### src/rtl/fetch_unit_pkg.sv
// Shared fetch/decode definitions: opcodes, the NOP encoding and fetch states.
package fetch_unit_pkg;

  localparam logic [4:0]  OP_HALT   = 5'b00000;
  localparam logic [4:0]  OP_NOP    = 5'b00001;
  localparam logic [15:0] INSTR_NOP = 16'h0800;

  typedef enum logic [1:0] {
    FS_IDLE   = 2'd0,
    FS_FETCH  = 2'd1,
    FS_HALTED = 2'd2
  } fetch_state_e;

endpackage

### src/rtl/fetch_pc_reg.sv
// Program counter with load / increment-by-2 / hold; bit 0 is always cleared.
module fetch_pc_reg #(
  parameter logic [15:0] RESET_PC = 16'h0000
) (
  input  logic        clk,
  input  logic        rst,
  input  logic        load,
  input  logic [15:0] load_pc,
  input  logic        inc,
  output logic [15:0] pc,
  output logic [15:0] pc_plus2
);

  logic [15:0] pc_q;

  always_ff @(posedge clk or posedge rst) begin
    if (rst)
      pc_q <= RESET_PC & 16'hFFFE;
    else if (load)
      pc_q <= load_pc & 16'hFFFE;
    else if (inc)
      pc_q <= pc_q + 16'd2;
  end

  assign pc       = pc_q;
  assign pc_plus2 = pc_q + 16'd2;

endmodule

### src/rtl/fetch_unit.sv
// Instruction fetch stage: PC, imem handshake, decode back-pressure, redirect, HALT.
// Optional macro FETCH_ALIGN_CHECK_EN: odd redirect target sets sticky err and halts.
module fetch_unit
  import fetch_unit_pkg::*;
#(
  parameter logic [15:0] RESET_PC  = 16'h0000,
  parameter logic [15:0] NOP_INSTR = INSTR_NOP
) (
  input  logic        clk,
  input  logic        rst,
  input  logic        stall,
  input  logic        redirect_en,
  input  logic [15:0] redirect_pc,
  output logic        imem_req,
  output logic [15:0] imem_addr,
  input  logic        imem_ready,
  input  logic [15:0] imem_rdata,
  output logic [15:0] instr,
  output logic        instr_valid,
  output logic [15:0] pc_plus2,
  output logic        halted,
  output logic        err
);

  fetch_state_e state_q, state_n;
  logic [15:0]  instr_q, instr_n;
  logic         valid_q, valid_n;
  logic [15:0]  pp2_q, pp2_n;
  logic [15:0]  pc, pc_inc_val;
  logic         pc_load, pc_inc;
  logic         capture;
  logic         align_fault;

  fetch_pc_reg #(
    .RESET_PC(RESET_PC)
  ) u_pc (
    .clk      (clk),
    .rst      (rst),
    .load     (pc_load),
    .load_pc  (redirect_pc),
    .inc      (pc_inc),
    .pc       (pc),
    .pc_plus2 (pc_inc_val)
  );

`ifdef FETCH_ALIGN_CHECK_EN
  logic err_q;

  assign align_fault = redirect_en && redirect_pc[0];

  always_ff @(posedge clk or posedge rst) begin
    if (rst)
      err_q <= 1'b0;
    else if (align_fault)
      err_q <= 1'b1;
  end

  assign err = err_q;
`else
  assign align_fault = 1'b0;
  assign err         = 1'b0;
`endif

  // Redirect suppresses the request, so a same-cycle response is never captured.
  assign imem_req  = (state_q == FS_FETCH) && !(valid_q && stall) && !redirect_en;
  assign imem_addr = pc;
  assign capture   = imem_req && imem_ready;

  always_comb begin
    state_n = state_q;
    instr_n = instr_q;
    valid_n = valid_q;
    pp2_n   = pp2_q;
    pc_load = 1'b0;
    pc_inc  = 1'b0;
    if (redirect_en) begin
      pc_load = 1'b1;
      instr_n = NOP_INSTR;
      valid_n = 1'b0;
      state_n = align_fault ? FS_HALTED : FS_FETCH;
    end else begin
      if (capture) begin
        instr_n = imem_rdata;
        valid_n = 1'b1;
        pp2_n   = pc_inc_val;
        pc_inc  = 1'b1;
        if (imem_rdata[15:11] == OP_HALT)
          state_n = FS_HALTED;
      end else if (!stall) begin
        instr_n = NOP_INSTR;
        valid_n = 1'b0;
      end
      if (state_q == FS_IDLE)
        state_n = FS_FETCH;
    end
  end

  always_ff @(posedge clk or posedge rst) begin
    if (rst) begin
      state_q <= FS_IDLE;
      instr_q <= NOP_INSTR;
      valid_q <= 1'b0;
      pp2_q   <= '0;
    end else begin
      state_q <= state_n;
      instr_q <= instr_n;
      valid_q <= valid_n;
      pp2_q   <= pp2_n;
    end
  end

  assign instr       = instr_q;
  assign instr_valid = valid_q;
  assign pc_plus2    = pp2_q;
  assign halted      = (state_q == FS_HALTED);

endmodule

### config.mk
export PLATFORM = sky130hd
export DESIGN_NAME = fetch_unit
export DESIGN_NICKNAME = d
export VERILOG_FILES = /design/src/rtl/fetch_unit_pkg.sv /design/src/rtl/fetch_pc_reg.sv /design/src/rtl/fetch_unit.sv
export SDC_FILE = /design/constraint.sdc
export NUM_CORES = 1
export LEC_CHECK = 0
export ABC_CLOCK_PERIOD_IN_PS = 1900
export CAP_MARGIN = 20
export CORE_ASPECT_RATIO = 1.1
export CORE_MARGIN = 4
export CORE_UTILIZATION = 25
export DETAILED_ROUTE_END_ITERATION = 10
export GPL_ROUTABILITY_DRIVEN = 0
export GPL_TIMING_DRIVEN = 0
export PLACE_DENSITY = 0.61
export SLEW_MARGIN = 20
export SYNTH_ARGS = -nofsm -noshare
export SYNTH_HDL_FRONTEND = slang
export SYNTH_SLANG_ARGS = --single-unit
### constraint.sdc
create_clock -name clk -period 1.9 [get_ports clk]
set_input_delay 0.38 -clock clk [delete_from_list [all_inputs] [get_ports clk]]
set_output_delay 0.38 -clock clk [all_outputs]
set_load 0.1 [all_outputs]
* Word level (Yosys, flattened, before mapping)
Cells that the tools add are included.
Operators by class: eq/ne operators 3, reductions and logical operators 13, mux-type cells 15, bitwise gates (word level) 1, $add $sub $neg 1
Operators with widths (count):
- 16-bit two-way mux | 5
- 16-bit by 2-bit adder with 16-bit output (second input constant) | 1
- 2-bit two-way mux | 4
- 1-bit two-way mux | 6
- 3-bit nonzero test | 2
- 5-bit zero test | 1
- 1-bit logical AND | 4
- 2-bit AND reduction | 2
- 3-bit by 1-bit != test with 1-bit output (second input constant) | 1
- 2-bit by 1-bit == test with 1-bit output (second input constant) | 1
- 2-bit == test (second input constant) | 1
- 1-bit zero test | 2
- 2-bit zero test | 1
- 2-bit nonzero test | 1
- 1-bit NOT | 1
Storage, ports and cells: register bits 51

* Depth between registers and ports, before layout
Gate-level depths: netlist (run 1).
word-level depth 9, mapped depth 7, depth with buffers taken out 5

* Cells and area by module
A second synthesis (run 1) with hierarchy kept.
Unflattened totals: cell total of the unflattened synthesis 228, area total of the unflattened synthesis 2585.0 um^2
Modules (own cells, without submodules):
- fetch_unit | area an instance 1405.1 um^2, instances 1, cells an instance 90, seq. area each 877.1 um^2
- fetch_pc_reg | area an instance 1179.9 um^2, instances 1, cells an instance 138, seq. area each 375.4 um^2

* Worst setup path after synthesis (run 1)
OpenSTA, ideal clock, no wires.
kind register to output, start register valid_q, in the netlist instr_valid, end output imem_req, arrival time 1868 ps, cell stages (with the launch flop) 3, path slack -348 ps, buffers on the path 0, data required time 1520 ps, cells stage by stage dfrtp_1 > a21boi_4 > and2_1
Between the ends: cells in the longest elaborated chain, start to end 4
Ends and longest elaborated chain:
- from (decl) | RTL line fetch_unit.sv:27 | logic valid_q, valid_n;
- from (signal assigned) | RTL line fetch_unit.sv:107 | valid_q <= valid_n;
- 1-bit logical AND | RTL line fetch_unit.sv:65 | assign imem_req = (state_q == FS_FETCH) && !(valid_q && stall) && !redirect_en;
- 1-bit zero test | RTL line fetch_unit.sv:65
- 1-bit logical AND (2 in a row) | RTL line fetch_unit.sv:65
- to (decl) | RTL line fetch_unit.sv:14 | output logic imem_req,
Every way passes these cells.

* Final worst setup path (run 1)
start register pp2_q[1], in the netlist pc_plus2[1], end output pc_plus2[1]
RTL lines:
- from (decl) | RTL line fetch_unit.sv:28 | logic [15:0] pp2_q, pp2_n;
- from (signal assigned) | RTL line fetch_unit.sv:108 | pp2_q <= pp2_n;
- to (decl) | RTL line fetch_unit.sv:20 | output logic [15:0] pc_plus2,
No word-level cell between the ends.

==> results of run 1 <==
cell families (layout without fill, tap and decap cells):
family / count (synthesis) / count (layout)
AO/OA/AOI/OAI: 65 / 65
XOR/XNOR: 11 / 11
adder cells (fa/ha/maj): 1 / 1
buffers and inverters: 28 / 120
flip-flops: 49 / 49
other: 1 / 3
AND/OR/NAND/NOR: 63 / 63
area by class of cell:
type	count	area (um2)
repair buffers	84	759
plain buffers	20	128
fillers	939	5550
flip-flops and latches	49	1250
clock buffers	5	68.8
well taps	114	143
inverters	8	30.0
multi-input cells	143	922
clock inverters	3	68.8
layout by cell type, fill, tap and decap left out, types with 6 or more instances in the layout:
master and n:
dfrtp_1 37, clkdlybuf4s50_1 33, clkbuf_2 24, nand2_1 19, o21ai_0 19, clkdlybuf4s15_2 17
a22o_1 15, nor2_1 10, buf_2 9, xnor2_1 9, dfrtp_2 9, inv_1 7
a221o_1 7, a22oi_1 7, clkdlybuf4s15_1 7, nor4_1 6, nor3_1 6, nand3_1 6
what timing repair did:
| item | in CTS | in global routing |
|---|---|---|
| hold buffers | 0 | 0 |
| setup endpoints to repair | 49 | 29 |
| resized for setup | 118 | 30 |
| pin swaps | 1 | 1 |
metrics by stage:
stage               TNS, ns  worst slack (ns)
floorplan                 0           0.00202
global placement     -40.97            -0.958
detailed placement    -6.86            -0.919
CTS                       0          0.000206
global route              0           0.00146
finish                    0            0.0384
registers in the layout, summed over array words and instances (netlist names):
name         cells
instr           16
pc_plus2        15
u_pc.pc         15
state_q          2
instr_valid      1
power by group:
part,switching [mW],total (mW),internal (mW)
Combinational,1.17,1.49,0.317
Clock,0.370,0.900,0.530
Sequential,0.0936,1.26,1.17
worst min-delay path by stage:
stage / from / end / slack [ns] / cells past startpoint
after global placement: instr[11]$_DFFE_PP1P_ / instr[11]$_DFFE_PP1P_ / 0.45 / 2
after global routing: redirect_en / u_pc.pc[3]$_DFFE_PP0P_ / 0.41 / 2
after floorplan: state_q[1]$_DFFE_PP0P_ / state_q[1]$_DFFE_PP0P_ / 0.51 / 1
final: redirect_en / u_pc.pc[3]$_DFFE_PP0P_ / 0.41 / 2
after detailed placement: instr[11]$_DFFE_PP1P_ / instr[11]$_DFFE_PP1P_ / 0.46 / 2
after CTS: redirect_en / u_pc.pc[3]$_DFFE_PP0P_ / 0.41 / 2
per-layer routing:
layer / GRT usage [%] / routed length, um
met1: 15.7 / 2740
met2: 20.4 / 3090
met3: 4.19 / 526
met4: 2.34 / 45
met5: 0 / 0
==> results.cfg, run 1 <==
[floorplanning]
die_w_um = 99.4
die_h_um = 109
core_area_um2 = 8920
pin_count = 89
rows = 36
start_util_pct = 25.7
die-area_um2 = 10800

[clocking]
cts_buffers = 5
cts_tree = done
clkLatencyLatePin_ns = 0.30
clk_pin_slew_ns = 0.10
cts.htree.levels = 2
cts_buffer_depth = 2
cts_setup_buffers = 0
clock_sinks = 49
cts_root_buf = clkbuf_8

[timing]
finalHoldViolCount = 0
skew_ns = 0.00855
relSlewSlack_pct = 37.0
slew_violations = 0
hold_ws_ns = 0.409
tightest_slew_ns = 0.949
rsz0062_at_grt = no
min_period_over_period_pct = 98.0
setup_viol = 0
final.min_clock_period_ns = 1.86
max_freq_mhz = 537

[routing]
drt_first_pass_iters = 4
wl_per_cell_um = 15.0
via_per_inst = 4.63
vias = 1974
drt-total-wl_um = 6400
ant_nets = 0
drc = 0
drtIter0Drc = 71

[global_routing]
grt_max_degree = 28
grtUsageTotal_pct = 12.3
antenna_found_initial = 0
grt_pass1_vias = 2033
grt.overflow.total = 0
grt_pass1_wl_um = 10400

[worst_hold_path]
hold_path.class = input port to flip-flop

[yosys]
synthDistinctLibCells = 37
yosysTopAreaCell = dfrtp_1
synth_xor_area_share_pct = 4.20
syn_inst = 218
synth_top_family_by_area = compound AO/OA/AOI/OAI gates
yosys-top-cells-count = dfrtp_1, nand2_1, o21ai_0, a22o_1, nor2_1
synth_edf_count = 0
yosysMostFrequentCell = dfrtp_1
yosys.area.top_type_share_pct = 52.3
synth_ff_type = dfrtp_1
yosysSeqAreaShare_pct = 53.5
yosys_register_bits = 49
synthArstFlopShare_pct = 100
synth_compound_area_share_pct = 21.0
syn_area_per_cell_um2 = 10.5
muxShareOfSynthArea_pct = 0
syn-cell-area_um2 = 2300
ys_top_cells_by_area = dfrtp_1, a22o_1, o21ai_0
synth_fa_ha_area_share_pct = 0.545
yosysWarnings = 0
synth_simple_gate_area_share_pct = 13.8

[job]
maxCapViolations = 0

[finish]
final_util_pct = 37.7
drive_gt1_share_pct = 28.2
final_nets = 349
syn_to_final_growth_pct = 46.6
finalInstanceArea_um2 = 3370
instances_no_fill = 426
diodes = 0

[setup_path]
cp.arrival_ns = 1.48
worstRegToRegCells = 5
critPathMaxFanout = 2
critPathCaptureType = output port
worstPathCellList = clkdlybuf4s15_1
critPathLaunch = pc_plus2[1]$_DFFE_PP0P_
crit_cells = 1
r2r_setup_slack_ns = 0.20
worst_setup_path_start_kind = flip-flop
slowest_delay_ns = 0.82
path_buf_inv = 1
cp_top_family = buffers and inverters
worstPathRequired_ns = 1.52
r2r-start = u_pc.pc[1]$_DFFE_PP0P_
cp_slowest_cell = clkdlybuf4s15_1
criticalPathCategory = flip-flop to output port
worstSetupEndpoint = pc_plus2[1]
reg2reg_to = u_pc.pc[9]$_DFFE_PP0P_

[placement]
hpwl_um = 4870
placed_area_um2 = 3320
io_buffer_count = 83
dp_cells = 418

[power_and_ir_drop]
power_density_nw_per_um2 = 1080
ir_drop_mv = 0.302
p_total_mw = 3.65
p_leak_nw = 1.49

[run_status]
status = finished clean
Power figures use the tool's default switching activity.
==> run 2, diff against run 1 <==
--- a/config.mk
+++ b/config.mk
@@ -5,6 +5,7 @@
 export SDC_FILE = /design/constraint.sdc
 export NUM_CORES = 1
 export LEC_CHECK = 0
+export ABC_AREA = 1
 export ABC_CLOCK_PERIOD_IN_PS = 1900
 export CAP_MARGIN = 20
 export CORE_ASPECT_RATIO = 1.1
@@ -13,7 +14,7 @@
 export DETAILED_ROUTE_END_ITERATION = 10
 export GPL_ROUTABILITY_DRIVEN = 0
 export GPL_TIMING_DRIVEN = 0
-export PLACE_DENSITY = 0.61
+export PLACE_DENSITY = 0.6
 export SLEW_MARGIN = 20
 export SYNTH_ARGS = -nofsm -noshare
 export SYNTH_HDL_FRONTEND = slang
==> results.cfg, run 2 <==
[global_routing]
grt_pass1_wl_um = 11000
grtUsageTotal_pct = 12.5
grt.overflow.total = 0
antenna_found_initial = 0
grt_pass1_vias = 2328
grt_max_degree = 32

[yosys]
synthArstFlopShare_pct = 100
synth_ff_type = dfrtp_1
yosysSeqAreaShare_pct = 51.5
syn_area_per_cell_um2 = 7.89
yosys_register_bits = 49
yosysTopAreaCell = dfrtp_1
yosys.area.top_type_share_pct = 50.4
yosysWarnings = 0
ys_top_cells_by_area = dfrtp_1, nand2_1, nand3_1
syn-cell-area_um2 = 2380
yosysMostFrequentCell = nand2_1
yosys-top-cells-count = nand2_1, nand3_1, dfrtp_1, inv_1, nor2_1
synthDistinctLibCells = 24
synth_edf_count = 0
syn_inst = 302

[routing]
vias = 2242
drtIter0Drc = 62
ant_nets = 0
drt_first_pass_iters = 4
drt-total-wl_um = 6740
wl_per_cell_um = 13.1
drc = 0
via_per_inst = 4.36

[clocking]
cts_resized = 124
cts_root_buf = clkbuf_8
cts_buffers = 5
clock_sinks = 49
cts_buffer_depth = 2
clkLatencyLatePin_ns = 0.30
hold_buffers = 0
cts.htree.levels = 2
clk_pin_slew_ns = 0.09
cts_tree = done
cts_setup_buffers = 0

[floorplanning]
start_util_pct = 25.5
pin_count = 89
die_w_um = 101
core_area_um2 = 9350
die_h_um = 110
die-area_um2 = 11200
rows = 37

[placement]
hpwl_um = 5290
io_buffer_count = 84
pre_cts_ws_ns = -0.816

[timing]
relSlewSlack_pct = 62.2
rsz0062_at_grt = no
hold_ws_ns = 0.387
setup_slack_ns = 0.0841
tightest_slew_ns = 0.570
max_freq_mhz = 551
skew_ns = 0.00938
final.min_clock_period_ns = 1.82
finalHoldViolCount = 0
min_period_over_period_pct = 95.6
setup_viol = 0
slew_violations = 0
setup_tns_ns = 0

[setup_path]
worstPathRequired_ns = 1.52
r2r_setup_slack_ns = 0.48
critPathCaptureType = output port
critPathMaxFanout = 3
worst_setup_path_start_kind = input port
criticalPathCategory = input port to output port
reg2reg_to = pc_plus2[15]$_DFFE_PP0P_
r2r-start = u_pc.pc[1]$_DFFE_PP0P_
cp.arrival_ns = 1.44
worstRegToRegCells = 6

[job]
maxCapViolations = 0

[finish]
final_common_cell = nand2_1
syn_to_final_growth_pct = 44.2
diodes = 0
largest_register_ffs = 16
final_nets = 434
final_util_pct = 36.7
final_cell_mix = nand2_1, nand3_1, dfrtp_1
drive_gt1_share_pct = 21.2

[run_status]
status = finished clean

[worst_hold_path]
hold_path.class = input port to async pin

[power_and_ir_drop]
p_total_mw = 3.66
p_leak_nw = 1.75
power_density_nw_per_um2 = 1060
ir_drop_mv = 0.314
==> run 2: worst max-delay path by stage <==
stage | startpoint | slack [ns] | cells after the start | to
after floorplan | instr_valid$_DFFE_PP0P_ | -0.08 | 3 | imem_req
after global routing | state_q[1]$_DFFE_PP0P_ | 0.03 | 3 | halted
after detailed placement | redirect_en | -0.82 | 5 | imem_req
final | redirect_en | 0.08 | 5 | imem_req
after CTS | pc_plus2[3]$_DFFE_PP0P_ | 0.0008 | 1 | pc_plus2[3]
after global placement | rst | -0.84 | 2 | u_pc.pc[2]$_DFFE_PP0P_
==> run 2: logic make-up after synthesis <==
group / after synthesis / synth area share, %
buf+inv: 43 / 8.40
xor+xnor: 2 / 0.735
other cells: 1 / 0.157
simple gates: 192 / 35.3
compound gates: 14 / 3.31
fa+ha+maj: 1 / 0.525
flops: 49 / 51.5
==> run 2: worst max-delay path, stage by stage <==
cell             delay [ns]
clkdlybuf4s50_1        0.48
nor2_4                 0.14
nand2_1                0.10
nor2_4                 0.10
buf_6                  0.23
==> run 2: metal layers <==
layer | wire length [um] | GRT usage (%) | share of wire, % | up-vias
met1 | 2880 | 14.7 | 43 | 1019
met3 | 471 | 3.71 | 7.0 | 10
li1 | - | - | - | 1143
met4 | 110 | 3.99 | 1.6 | 0
met5 | 0 | 0 | 0 | -
met2 | 3280 | 21.7 | 49 | 70
==> run 2: final cells by class <==
cell class / count / area, um2
fillers: 1001 / 5920
plain buffers: 14 / 90.1
well taps: 117 / 146
flip-flops and latches: 49 / 1230
multi-input cells: 212 / 972
clock buffers: 6 / 82.6
repair buffers: 85 / 766
inverters: 29 / 110
clock inverters: 2 / 37.5
==> run 2: where the power goes <==
group,switching [mW],internal (mW)
logic,1.28,0.310
clock network,0.352,0.428
registers,0.113,1.17
total,1.75,1.91
==> run 2: through the flow <==
stage / std cells / cell area [um2]
2_1_floorplan: 304 / 2400
3_3_place_gp: 505 / 3390
3_5_place_dp: 506 / 3410
4_1_cts: 514 / 3550
5_1_grt: 514 / 3430
6_report: 514 / 3430
==> run 3, diff against run 2 <==
--- a/config.mk
+++ b/config.mk
@@ -13,7 +13,6 @@
 export CORE_UTILIZATION = 25
 export DETAILED_ROUTE_END_ITERATION = 10
 export GPL_ROUTABILITY_DRIVEN = 0
-export GPL_TIMING_DRIVEN = 0
 export PLACE_DENSITY = 0.6
 export SLEW_MARGIN = 20
 export SYNTH_ARGS = -nofsm -noshare
==> results.cfg, run 3 (synthesized netlist as in run 2, its figures left out) <==
[run_status]
status = finished clean

[global_routing]
grtUsageTotal_pct = 11.8
grt_max_degree = 34
antenna_found_initial = 0
grt_pass1_wl_um = 10400
grt.overflow.total = 0
grt_pass1_vias = 2207

[routing]
drc = 0
drtIter0Drc = 56
drt-total-wl_um = 6430
vias = 2212
via_per_inst = 4.37
drt_first_pass_iters = 4
wl_per_cell_um = 12.7
ant_nets = 0

[timing]
finalHoldViolCount = 0
setup_viol = 0
skew_ns = 0.00556
max_freq_mhz = 573
rsz0062_at_grt = no
final.min_clock_period_ns = 1.74
setup_tns_ns = 0
slew_violations = 0
min_period_over_period_pct = 91.8
hold_ws_ns = 0.384

[finish]
regArea_um2 = 1230
drive_gt1_share_pct = 19.8
final_nets = 426
final_cell_mix = nand2_1, nand3_1, dfrtp_1
largest_register_ffs = 16
fill_cells = 941
final_common_cell = nand2_1
diodes = 0
multi_input_area_um2 = 972
syn_to_final_growth_pct = 59.2

[clocking]
hold_buffers = 0
cts_setup_buffers = 0
cts_buffers = 5
cts_resized = 0
clock_sinks = 49
clk_pin_slew_ns = 0.09
cts_buffer_depth = 2
clkLatencyLatePin_ns = 0.29
cts_tree = done
cts.htree.levels = 2
cts_root_buf = clkbuf_8

[power_and_ir_drop]
ir_drop_mv = 0.306
power_density_nw_per_um2 = 1030
p_leak_nw = 1.90

[setup_path]
worstPathCellList = clkdlybuf4s50_1, nand2_1, inv_1, nor2_4, buf_12
cp.arrival_ns = 1.36
worstPathRequired_ns = 1.52
critPathCaptureType = output port
critPathMaxFanout = 3
cp_slowest_cell = clkdlybuf4s50_1
worst_setup_path_start_kind = input port
criticalPathCategory = input port to output port
slowest_delay_ns = 0.43

[job]
maxCapViolations = 0

[floorplanning]
die-area_um2 = 11200
core_area_um2 = 9350
start_util_pct = 25.5
rows = 37
pin_count = 89
die_h_um = 110
die_w_um = 101

[worst_hold_path]
hold_path.class = input port to async pin

[placement]
io_buffer_count = 84
hpwl_um = 4880
==> run 3: changes by cell type in the layout (fill, tap and decap cells not counted) <==
cell / change
clkinvlp_4: -1
clkdlybuf4s15_2: -23
clkbuf_8: +1
clkbuf_2: -25
clkinv_2: +1
bufinv_16: -1
buf_2: -6
clkbuf_1: -1
buf_4: +13
buf_6: -2
buf_12: +36
==> run 3: per-layer routing <==
metal | part of all wire [%] | vias up | track usage [%] | wire length (um)
met5 | 0 | - | 0 | 0
met2 | 52 | 58 | 22.1 | 3380
met3 | 7.1 | 2 | 3.65 | 456
met1 | 40 | 1029 | 12.9 | 2570
li1 | - | 1123 | - | -
met4 | 0.48 | 0 | 2.56 | 31
==> run 3: layout make-up <==
type                       instances  area share (%)
multi-input combinational        212            25.6
timing repair buffer              91            32.5
inverter                          29            2.90
clock buffer                       7            2.54
tap                              117            3.86
clock inverter                     1           0.132
sequential                        49            32.4
==> run 3: power breakdown <==
group / internal [mW] / switching [mW]
logic: 0.620 / 1.28
clock network: 0.330 / 0.346
registers: 1.17 / 0.174
==> run 3: worst max-delay path, delay by kind of cell <==
kind,cells,cell delay (ns)
and+or+nand+nor,2,0.29
buffers and inverters,3,0.70
==> run 3: final timing paths <==
check	start	endpoint	slack, ns	cells past startpoint
setup / recovery	stall	imem_req	0.16	5
hold / removal	rst	instr[1]$_DFFE_PP0P_	0.38	2
setup reg to reg	u_pc.pc[1]$_DFFE_PP0P_	pc_plus2[13]$_DFFE_PP0P_	0.41	7
hold reg to reg	pc_plus2[2]$_DFFE_PP0P_	pc_plus2[2]$_DFFE_PP0P_	0.51	2
max in group asynchronous	rst	u_pc.pc[2]$_DFFE_PP0P_	1.01	3
min in group clk	pc_plus2[2]$_DFFE_PP0P_	pc_plus2[2]$_DFFE_PP0P_	0.51	2
==> run 3: metrics by stage <==
stage               util [%]  cell area [um2]  total power, mW  worst slack, ns  instances
floorplan                  -             2400             2.54          -0.0755        304
global placement        39.5             3690             3.26           0.0387        498
detailed placement      39.5             3690             3.28          0.00741        498
CTS                     40.6             3790             3.97            0.144        506
global route            40.6             3790             4.08           0.0970        506
finish                  40.6             3790             3.92            0.156        506
